--- src/rtl/risc_v_mike_pkg.sv ---
// Shared types and default memory map for the load/store bus controller.
// Regions: text, data, stack and MMIO with per-region base/mask pairs.
package risc_v_mike_pkg;

  typedef enum logic [1:0] {
    S_IDLE,
    S_ACCESS,
    S_ERR,
    S_RESP
  } mem_bus_state_t;

  localparam int WAIT_W = 4;

  localparam logic [31:0] MEM_TEXT_BASE  = 32'h0040_0000;
  localparam logic [31:0] MEM_TEXT_MASK  = 32'hFFC0_0000;
  localparam logic [31:0] MEM_DATA_BASE  = 32'h1001_0000;
  localparam logic [31:0] MEM_DATA_MASK  = 32'hFFFF_0000;
  localparam logic [31:0] MEM_STACK_BASE = 32'h7FFF_0000;
  localparam logic [31:0] MEM_STACK_MASK = 32'hFFFF_0000;
  localparam logic [31:0] MEM_MMIO_BASE  = 32'hFFFF_0000;
  localparam logic [31:0] MEM_MMIO_MASK  = 32'hFFFF_0000;

endpackage

--- src/rtl/risc_v_mem_addr_decode.sv ---
// Combinational region decoder: priority one-hot hit vector and
// the region-local offset of the winning region.
module risc_v_mem_addr_decode #(
  parameter int N_REG  = 4,
  parameter int ADDR_W = 32,
  parameter logic [N_REG*ADDR_W-1:0] REG_BASE = '0,
  parameter logic [N_REG*ADDR_W-1:0] REG_MASK = '0
) (
  input  logic [ADDR_W-1:0] addr,
  output logic [N_REG-1:0]  hit_vec,
  output logic              hit,
  output logic [ADDR_W-1:0] offset
);

  logic [ADDR_W-1:0] base_i;
  logic [ADDR_W-1:0] mask_i;

  // Ascending scan; the first match blocks later ones (lowest wins).
  always_comb begin
    hit_vec = '0;
    hit     = 1'b0;
    offset  = '0;
    base_i  = '0;
    mask_i  = '0;
    for (int i = 0; i < N_REG; i++) begin
      base_i = REG_BASE[i*ADDR_W +: ADDR_W];
      mask_i = REG_MASK[i*ADDR_W +: ADDR_W];
      if (!hit && ((addr & mask_i) == (base_i & mask_i))) begin
        hit        = 1'b1;
        hit_vec[i] = 1'b1;
        offset     = addr & ~mask_i;
      end
    end
  end

endmodule

--- src/rtl/risc_v_mem_bus_ctrl.sv ---
// Single-outstanding memory-bus controller with region decode,
// per-region wait states and error response for holes/misalignment.
module risc_v_mem_bus_ctrl
  import risc_v_mike_pkg::*;
#(
  parameter int DATA_W = 32,
  parameter int ADDR_W = 32,
  parameter int N_REG  = 4,
  parameter logic [N_REG*ADDR_W-1:0] REG_BASE =
    {MEM_MMIO_BASE, MEM_STACK_BASE, MEM_DATA_BASE, MEM_TEXT_BASE},
  parameter logic [N_REG*ADDR_W-1:0] REG_MASK =
    {MEM_MMIO_MASK, MEM_STACK_MASK, MEM_DATA_MASK, MEM_TEXT_MASK},
  parameter logic [N_REG*WAIT_W-1:0] REG_WAIT =
    {4'd2, 4'd0, 4'd1, 4'd0}
) (
  input  logic                    clk,
  input  logic                    rst,
  input  logic                    req_valid,
  output logic                    req_ready,
  input  logic                    req_write,
  input  logic [ADDR_W-1:0]       req_addr,
  input  logic [DATA_W-1:0]       req_wdata,
  output logic                    rsp_valid,
  output logic [DATA_W-1:0]       rsp_rdata,
  output logic                    rsp_err,
  output logic [N_REG-1:0]        reg_sel,
  output logic                    reg_we,
  output logic                    reg_re,
  output logic [ADDR_W-1:0]       reg_addr,
  output logic [DATA_W-1:0]       reg_wdata,
  input  logic [N_REG*DATA_W-1:0] reg_rdata
);

  mem_bus_state_t state_q, state_d;

  logic              write_q;
  logic [N_REG-1:0]  sel_q;
  logic [ADDR_W-1:0] addr_q;
  logic [DATA_W-1:0] wdata_q;
  logic [WAIT_W-1:0] cnt_q;
  logic              err_q;
  logic [DATA_W-1:0] rdata_q;

  logic [N_REG-1:0]  hit_vec;
  logic              hit;
  logic [ADDR_W-1:0] offset;
  logic              ok;
  logic [WAIT_W-1:0] wait_sel;
  logic [DATA_W-1:0] rdata_sel;
  logic              accept;

  risc_v_mem_addr_decode #(
    .N_REG   (N_REG),
    .ADDR_W  (ADDR_W),
    .REG_BASE(REG_BASE),
    .REG_MASK(REG_MASK)
  ) u_decode (
    .addr   (req_addr),
    .hit_vec(hit_vec),
    .hit    (hit),
    .offset (offset)
  );

  assign ok     = hit && (req_addr[1:0] == 2'b00);
  assign accept = (state_q == S_IDLE) && req_valid;

  always_comb begin
    wait_sel  = '0;
    rdata_sel = '0;
    for (int i = 0; i < N_REG; i++) begin
      if (hit_vec[i])
        wait_sel = wait_sel | REG_WAIT[i*WAIT_W +: WAIT_W];
      if (sel_q[i])
        rdata_sel = rdata_sel | reg_rdata[i*DATA_W +: DATA_W];
    end
  end

  always_ff @(posedge clk) begin
    if (rst) state_q <= S_IDLE;
    else     state_q <= state_d;
  end

  // rdata_q is cleared on accept so writes and errors respond with 0.
  always_ff @(posedge clk) begin
    if (rst) begin
      write_q <= 1'b0;
      sel_q   <= '0;
      addr_q  <= '0;
      wdata_q <= '0;
      cnt_q   <= '0;
      err_q   <= 1'b0;
      rdata_q <= '0;
    end else if (accept) begin
      write_q <= req_write;
      sel_q   <= ok ? hit_vec : '0;
      addr_q  <= offset;
      wdata_q <= req_wdata;
      cnt_q   <= ok ? wait_sel : '0;
      err_q   <= !ok;
      rdata_q <= '0;
    end else if (state_q == S_ACCESS) begin
      if (cnt_q == '0) begin
        if (!write_q) rdata_q <= rdata_sel;
      end else begin
        cnt_q <= cnt_q - WAIT_W'(1);
      end
    end
  end

  always_comb begin
    state_d   = state_q;
    req_ready = 1'b0;
    rsp_valid = 1'b0;
    rsp_err   = 1'b0;
    rsp_rdata = '0;
    reg_sel   = '0;
    reg_we    = 1'b0;
    reg_re    = 1'b0;
    reg_addr  = '0;
    reg_wdata = '0;
    unique case (state_q)
      S_IDLE: begin
        req_ready = 1'b1;
        if (req_valid) state_d = ok ? S_ACCESS : S_ERR;
      end
      S_ACCESS: begin
        reg_sel   = sel_q;
        reg_we    = write_q;
        reg_re    = !write_q;
        reg_addr  = addr_q;
        reg_wdata = wdata_q;
        if (cnt_q == '0) state_d = S_RESP;
      end
      S_ERR: state_d = S_RESP;
      S_RESP: begin
        rsp_valid = 1'b1;
        rsp_err   = err_q;
        rsp_rdata = rdata_q;
        state_d   = S_IDLE;
      end
      default: state_d = S_IDLE;
    endcase
  end

endmodule

--- config.mk ---
export PLATFORM = sky130hd
export DESIGN_NAME = risc_v_mem_bus_ctrl
export DESIGN_NICKNAME = d
export VERILOG_FILES = /design/src/rtl/risc_v_mike_pkg.sv /design/src/rtl/risc_v_mem_addr_decode.sv /design/src/rtl/risc_v_mem_bus_ctrl.sv
export SDC_FILE = /design/constraint.sdc
export NUM_CORES = 1
export LEC_CHECK = 0
export CAP_MARGIN = 20
export CORE_ASPECT_RATIO = 1.5
export CORE_MARGIN = 2
export CORE_UTILIZATION = 38
export DETAILED_ROUTE_END_ITERATION = 12
export PLACE_DENSITY = 0.91
export RECOVER_POWER = 25
export SYNTH_ARGS = -nofsm -noshare
export SYNTH_HDL_FRONTEND = slang
export SYNTH_SLANG_ARGS = --single-unit
--- constraint.sdc ---
create_clock -name clk -period 2.3 [get_ports clk]
set_input_delay 0.575 -clock clk [delete_from_list [all_inputs] [get_ports clk]]
set_output_delay 0.575 -clock clk [all_outputs]
set_load 0.1 [all_outputs]
After elaboration in Yosys (flattened, before gate mapping). Index checks and enable logic that the tools add are counted.

Bits in registers: 108. Word-level logic and storage cells: 76. Output and inout bits: 105. Input bits: 196.

Reductions and logical operators: 18. $add $sub $neg: 1. Bitwise gates (word level): 4. Equality and inequality tests: 10. Multiplexer cells: 35.

Operators by type and width (count): 32-bit two-way mux (10); 32-bit bitwise OR (3); 4-bit two-way mux (6); 22-bit two-way mux (1); 16-bit by 13-bit equality test with 1-bit output, second input constant (1); 16-bit by 15-bit equality test with 1-bit output, second input constant (1); 16-bit equality test, second input constant (1); 1-bit two-way mux (13); 10-bit by 1-bit equality test with 1-bit output, second input constant (1); 2-bit two-way mux (4); 2-bit one-hot mux with 4 select lines (1); 1-bit logical AND (5); 1-bit logical NOT (5); 2-bit equality test, second input constant (2); 2-bit logical NOT (2); 4-bit logical NOT (1); 2-bit inequality test, second input constant (2); 2-bit AND reduction (2); 4-bit by 1-bit subtractor with 4-bit output, second input constant (1); 3-bit AND reduction (1); 2-bit by 1-bit equality test with 1-bit output, second input constant (1); 2-bit by 1-bit inequality test with 1-bit output, second input constant (1); 2-bit nonzero test (1); 2-bit OR reduction (1); 1-bit inverter (1).

Longest topological paths before layout.
Depth after elaboration: 15. Gate-level depth with buffers: 9. Depth with buffers taken out: 6.

Modules after synthesis. Synthesis repeated with hierarchy kept, for this count alone.

Cells, all modules: 703. Area total of the unflattened synthesis: 5647.9 µm².

Modules (own cells, without submodules): risc_v_mem_bus_ctrl (sequential area each 2162.1 µm², area each 5300.1 µm², times used 1, cells an instance 651); risc_v_mem_addr_decode (sequential area each 0.0 µm², area each 347.8 µm², times used 1, cells an instance 52).

Worst setup path after synthesis. Ideal clock, no wire load.

Path type: reg-to-output. Start: reg state_q[0]. End: out rsp_rdata[10]. Required time: 1725 ps. Path buffers: 1. Setup slack: -545 ps. Arrival: 2270 ps. Cell stages (with the launch flop): 4. Cells stage by stage: dfxtp_1 -> ha_1 -> clkbuf_1 -> and2_1.

Word-level cells in the longest chain between the ends: 2.

Ends and longest elaborated chain: start, declared (line risc_v_mem_bus_ctrl.sv:34) `mem_bus_state_t state_q, state_d;`; start signal, assigned (line risc_v_mem_bus_ctrl.sv:80) `else state_q <= state_d;`; 2-bit equality test (line risc_v_mem_bus_ctrl.sv:121) `unique case (state_q)`; 32-bit two-way mux (line risc_v_mem_bus_ctrl.sv:121); end, declared (line risc_v_mem_bus_ctrl.sv:24) `output logic [DATA_W-1:0] rsp_rdata,`.

Every way passes these cells.

Worst setup path in the final report.
Start: reg state_q[0]. End: out rsp_rdata[3].

Same word-level chain as after synthesis.

==> flow_metrics.tcl <==
set metrics [dict create \
    clk_pin_slew_ns 0.07 \
    crit_family "flip-flops" \
    critical_path_class "flop to output port" \
    cts_setup_buffers 0 \
    numCtsBuffers 9 \
    start_util_pct 39.1 \
    insertion_delay_ns 0.33 \
    routed_wl_mm 19.3 \
    hpwl_mm 14.6 \
    globalplace.congestion 0.826 \
    fin_skew_ns 0.00888 \
    cts_root_buf "clkbuf_16" \
    grt_pass1_vias 6063 \
    cp-end-kind "output port" \
    r2r-start "state_q[1]$_SDFFE_PP0P_" \
    pre_cts_slack_ns -0.117 \
    status "finished, final reports clean" \
    period_share_pct 97.6 \
    synthArstFlopShare_pct 0 \
    drt-initial-drc-count 229 \
    finalMaxSlewViolations 0 \
    via_per_inst 5.53 \
    synth_ff_type "dfxtp_1" \
    reg2regPathDepth 5 \
    slew_headroom_pct 49.2 \
    cts_tree "done" \
    routed-via-count 5901 \
    seq_area_frac_synth_pct 38.4 \
    crit_chain "ha_2, buf_12, and2_2, buf_12" \
    power.leakage_nw 3.62 \
    required_ns 1.73 \
    core_um2 13100 \
    maxCapViolations 0 \
    synth_edf_count 0 \
    die_y_um 146 \
    ant_nets 0 \
    totalPowerFinal_mw 5.86 \
    min_from "wdata_q[10]$_SDFFE_PP0P_" \
    reg2reg_slack_ns 0.21 \
    cpMostUsedCell "buf_12" \
    io_pins 301 \
    syn_area_per_cell_um2 8.04 \
    cts.sinks 98 \
    io_buffers 290 \
    cp_slowest_cell "dfxtp_1" \
    fmax_mhz 446 \
    fin_ws_ns 0.0555 \
    worst-path-buf-inv 2 \
    drive_gt1_share_pct 25.5 \
    whs_endpoint "wdata_q[10]$_SDFFE_PP0P_" \
    start_kind "flop" \
    synth-seq-cells 98 \
    min-delay-path-class "flop to flop" \
    drc_errors 0 \
    post_drt_wl_per_cell_um 18.1 \
    clock_path_buffers 2 \
    power_density_nw_per_um2 611 \
    place_area_um2 9290 \
    syn_area_um2 5110 \
    synth.yosys.warnings 0 \
    vdd_drop_max_mv 0.506 \
    hold_viol 0 \
    synthCells 636 \
    gr-total-overflow 0 \
    whs_path_depth 2 \
    first_pass_iters 5 \
    worst_pin_slew_ns 0.762 \
    synthToLayoutAreaGrowth_pct 87.7 \
    synth_cell_types 41 \
    setup_viol 0 \
    r2r_end "addr_q[18]$_SDFFE_PP0P_" \
    die_area_um2 14400 \
    critPathArrivalTime_ns 1.67 \
    rows 51 \
    htree_levels 3 \
    period_minus_slack_ns 2.24 \
    grt_max_degree 65 \
    grt_pass1_wl_mm 30.3 \
    crit_fanout 32 \
    hold_buffers 0 \
    die_width_um 98.7 \
    grt_antenna_before_repair 1 \
    grtUsageTotal_pct 25.8 \
    fin_area_um2 9600 \
    final_nets 1102 \
    slowest_delay_ns 0.45 \
]
==> layout by cell type, fill, tap and decap left out, types with 6 or more instances in the layout <==
cell             count
and2_1              11
buf_4               19
nor2_1              42
a21oi_1             39
a22oi_1             64
a22o_1               6
a32oi_1             17
inv_1                7
dfxtp_1             98
a311oi_1            32
and3_1              17
buf_12             102
clkbuf_16            9
nand2_1             88
clkdlybuf4s50_1    195
and2_2              82
nand3_1             24
conb_1              10
==> how the worst max path moves through the flow <==
stage	from	end	slack, ns	cells past startpoint
4_1_cts	state_q[0]$_SDFFE_PP0P_	rsp_rdata[3]	0.07	4
5_1_grt	state_q[1]$_SDFFE_PP0P_	reg_re	-0.005	5
3_5_place_dp	req_addr[18]	addr_q[15]$_SDFFE_PP0P_	-0.12	6
2_1_floorplan	state_q[0]$_SDFFE_PP0P_	rsp_rdata[10]	-0.23	3
6_report	state_q[0]$_SDFFE_PP0P_	rsp_rdata[3]	0.06	4
3_3_place_gp	req_addr[18]	addr_q[4]$_SDFFE_PP0P_	-0.10	6
==> layout make-up <==
type | count | area, um2
repair buffers | 319 | 4150
fillers | 892 | 3480
multi-input cells | 467 | 2930
flip-flops and latches | 98 | 1960
clock buffers | 11 | 243
well taps | 159 | 199
clock inverters | 5 | 85.1
inverters | 7 | 26.3
diodes | 1 | 2.50
==> registers in the layout, indices dropped and copies added, names as in the netlist <==
name,cells
addr_q,22
err_q,1
wdata_q,32
state_q,2
sel_q,4
cnt_q,4
write_q,1
rdata_q,32
==> through the flow <==
stage | TNS, ns | hold slack (ns) | util (%) | instances
2_1_floorplan | -0.225 | 0.432 | - | 645
3_3_place_gp | -1.59 | 0.437 | 71.0 | 1050
3_5_place_dp | -1.74 | 0.444 | 71.0 | 1050
4_1_cts | 0 | 0.454 | 73.6 | 1066
5_1_grt | -0.00626 | 0.466 | 73.4 | 1067
6_report | 0 | 0.450 | 73.4 | 1067
==> power by group <==
| part | internal, mW | switching (mW) | leakage [nW] | total (mW) |
|---|---|---|---|---|
| registers | 1.91 | 0.119 | 0.795 | 2.03 |
| clock network | 0.990 | 0.653 | 0.156 | 1.64 |
| logic | 0.890 | 1.30 | 2.67 | 2.19 |
==> synth_stat cells, types with 2 or more instances <==
cell       n  area share (%)
a22oi_1   64             9.4
nor2_1    42             3.1
dfxtp_1   98              38
and3_1    17             2.1
nor3_1     2            0.20
xor2_1     2            0.34
buf_6      5             1.1
clkbuf_1  50             3.7
nand4_1    3            0.37
a21oi_1   39             3.8
inv_1      7            0.51
buf_4     11             1.6
ha_1       4            0.98
a32oi_1   17             2.9
a22o_1     6             1.0
or4_1      2            0.29
nand3_1   24             2.3
and2_1    93              11
nor4_1     2            0.24
nor2b_1    2            0.24
a311oi_1  32             5.5
nand2_1   89             6.5
buf_1      2            0.15
buf_2      5            0.49
a211oi_1   2            0.29
==> worst min-delay path: stages, from the launching register on <==
cell and delay [ns]:
dfxtp_1 0.31, nand2_1 0.05, a21oi_1 0.05
==> per-layer routing <==
layer	up-vias	share of wire (%)	global-route usage, %
li1	2781	-	-
met3	45	9.0	8.76
met4	0	3.2	10.0
met2	288	53	47.1
met1	2787	35	26.8
met5	-	0	0
==> cells by family (layout without fill, tap and decap cells) <==
group / count (synthesis) / after routing / share of synthesized area, %
flops: 98 / 98 / 38.4
mux: 1 / 1 / 0.196
other cells: 1 / 11 / 0.0733
buf+inv: 80 / 342 / 7.54
compound gates: 168 / 168 / 24.6
simple gates: 282 / 282 / 27.9
xor+xnor: 2 / 2 / 0.343
fa+ha+maj: 4 / 4 / 0.979
==> what timing repair did <==
action | CTS | global route
endpoints found under the setup margin | 3 | 0
hold endpoints to repair | 0 | 0
resized for setup | 1 | 0
Note: power is estimated with default switching activity, not from simulation.
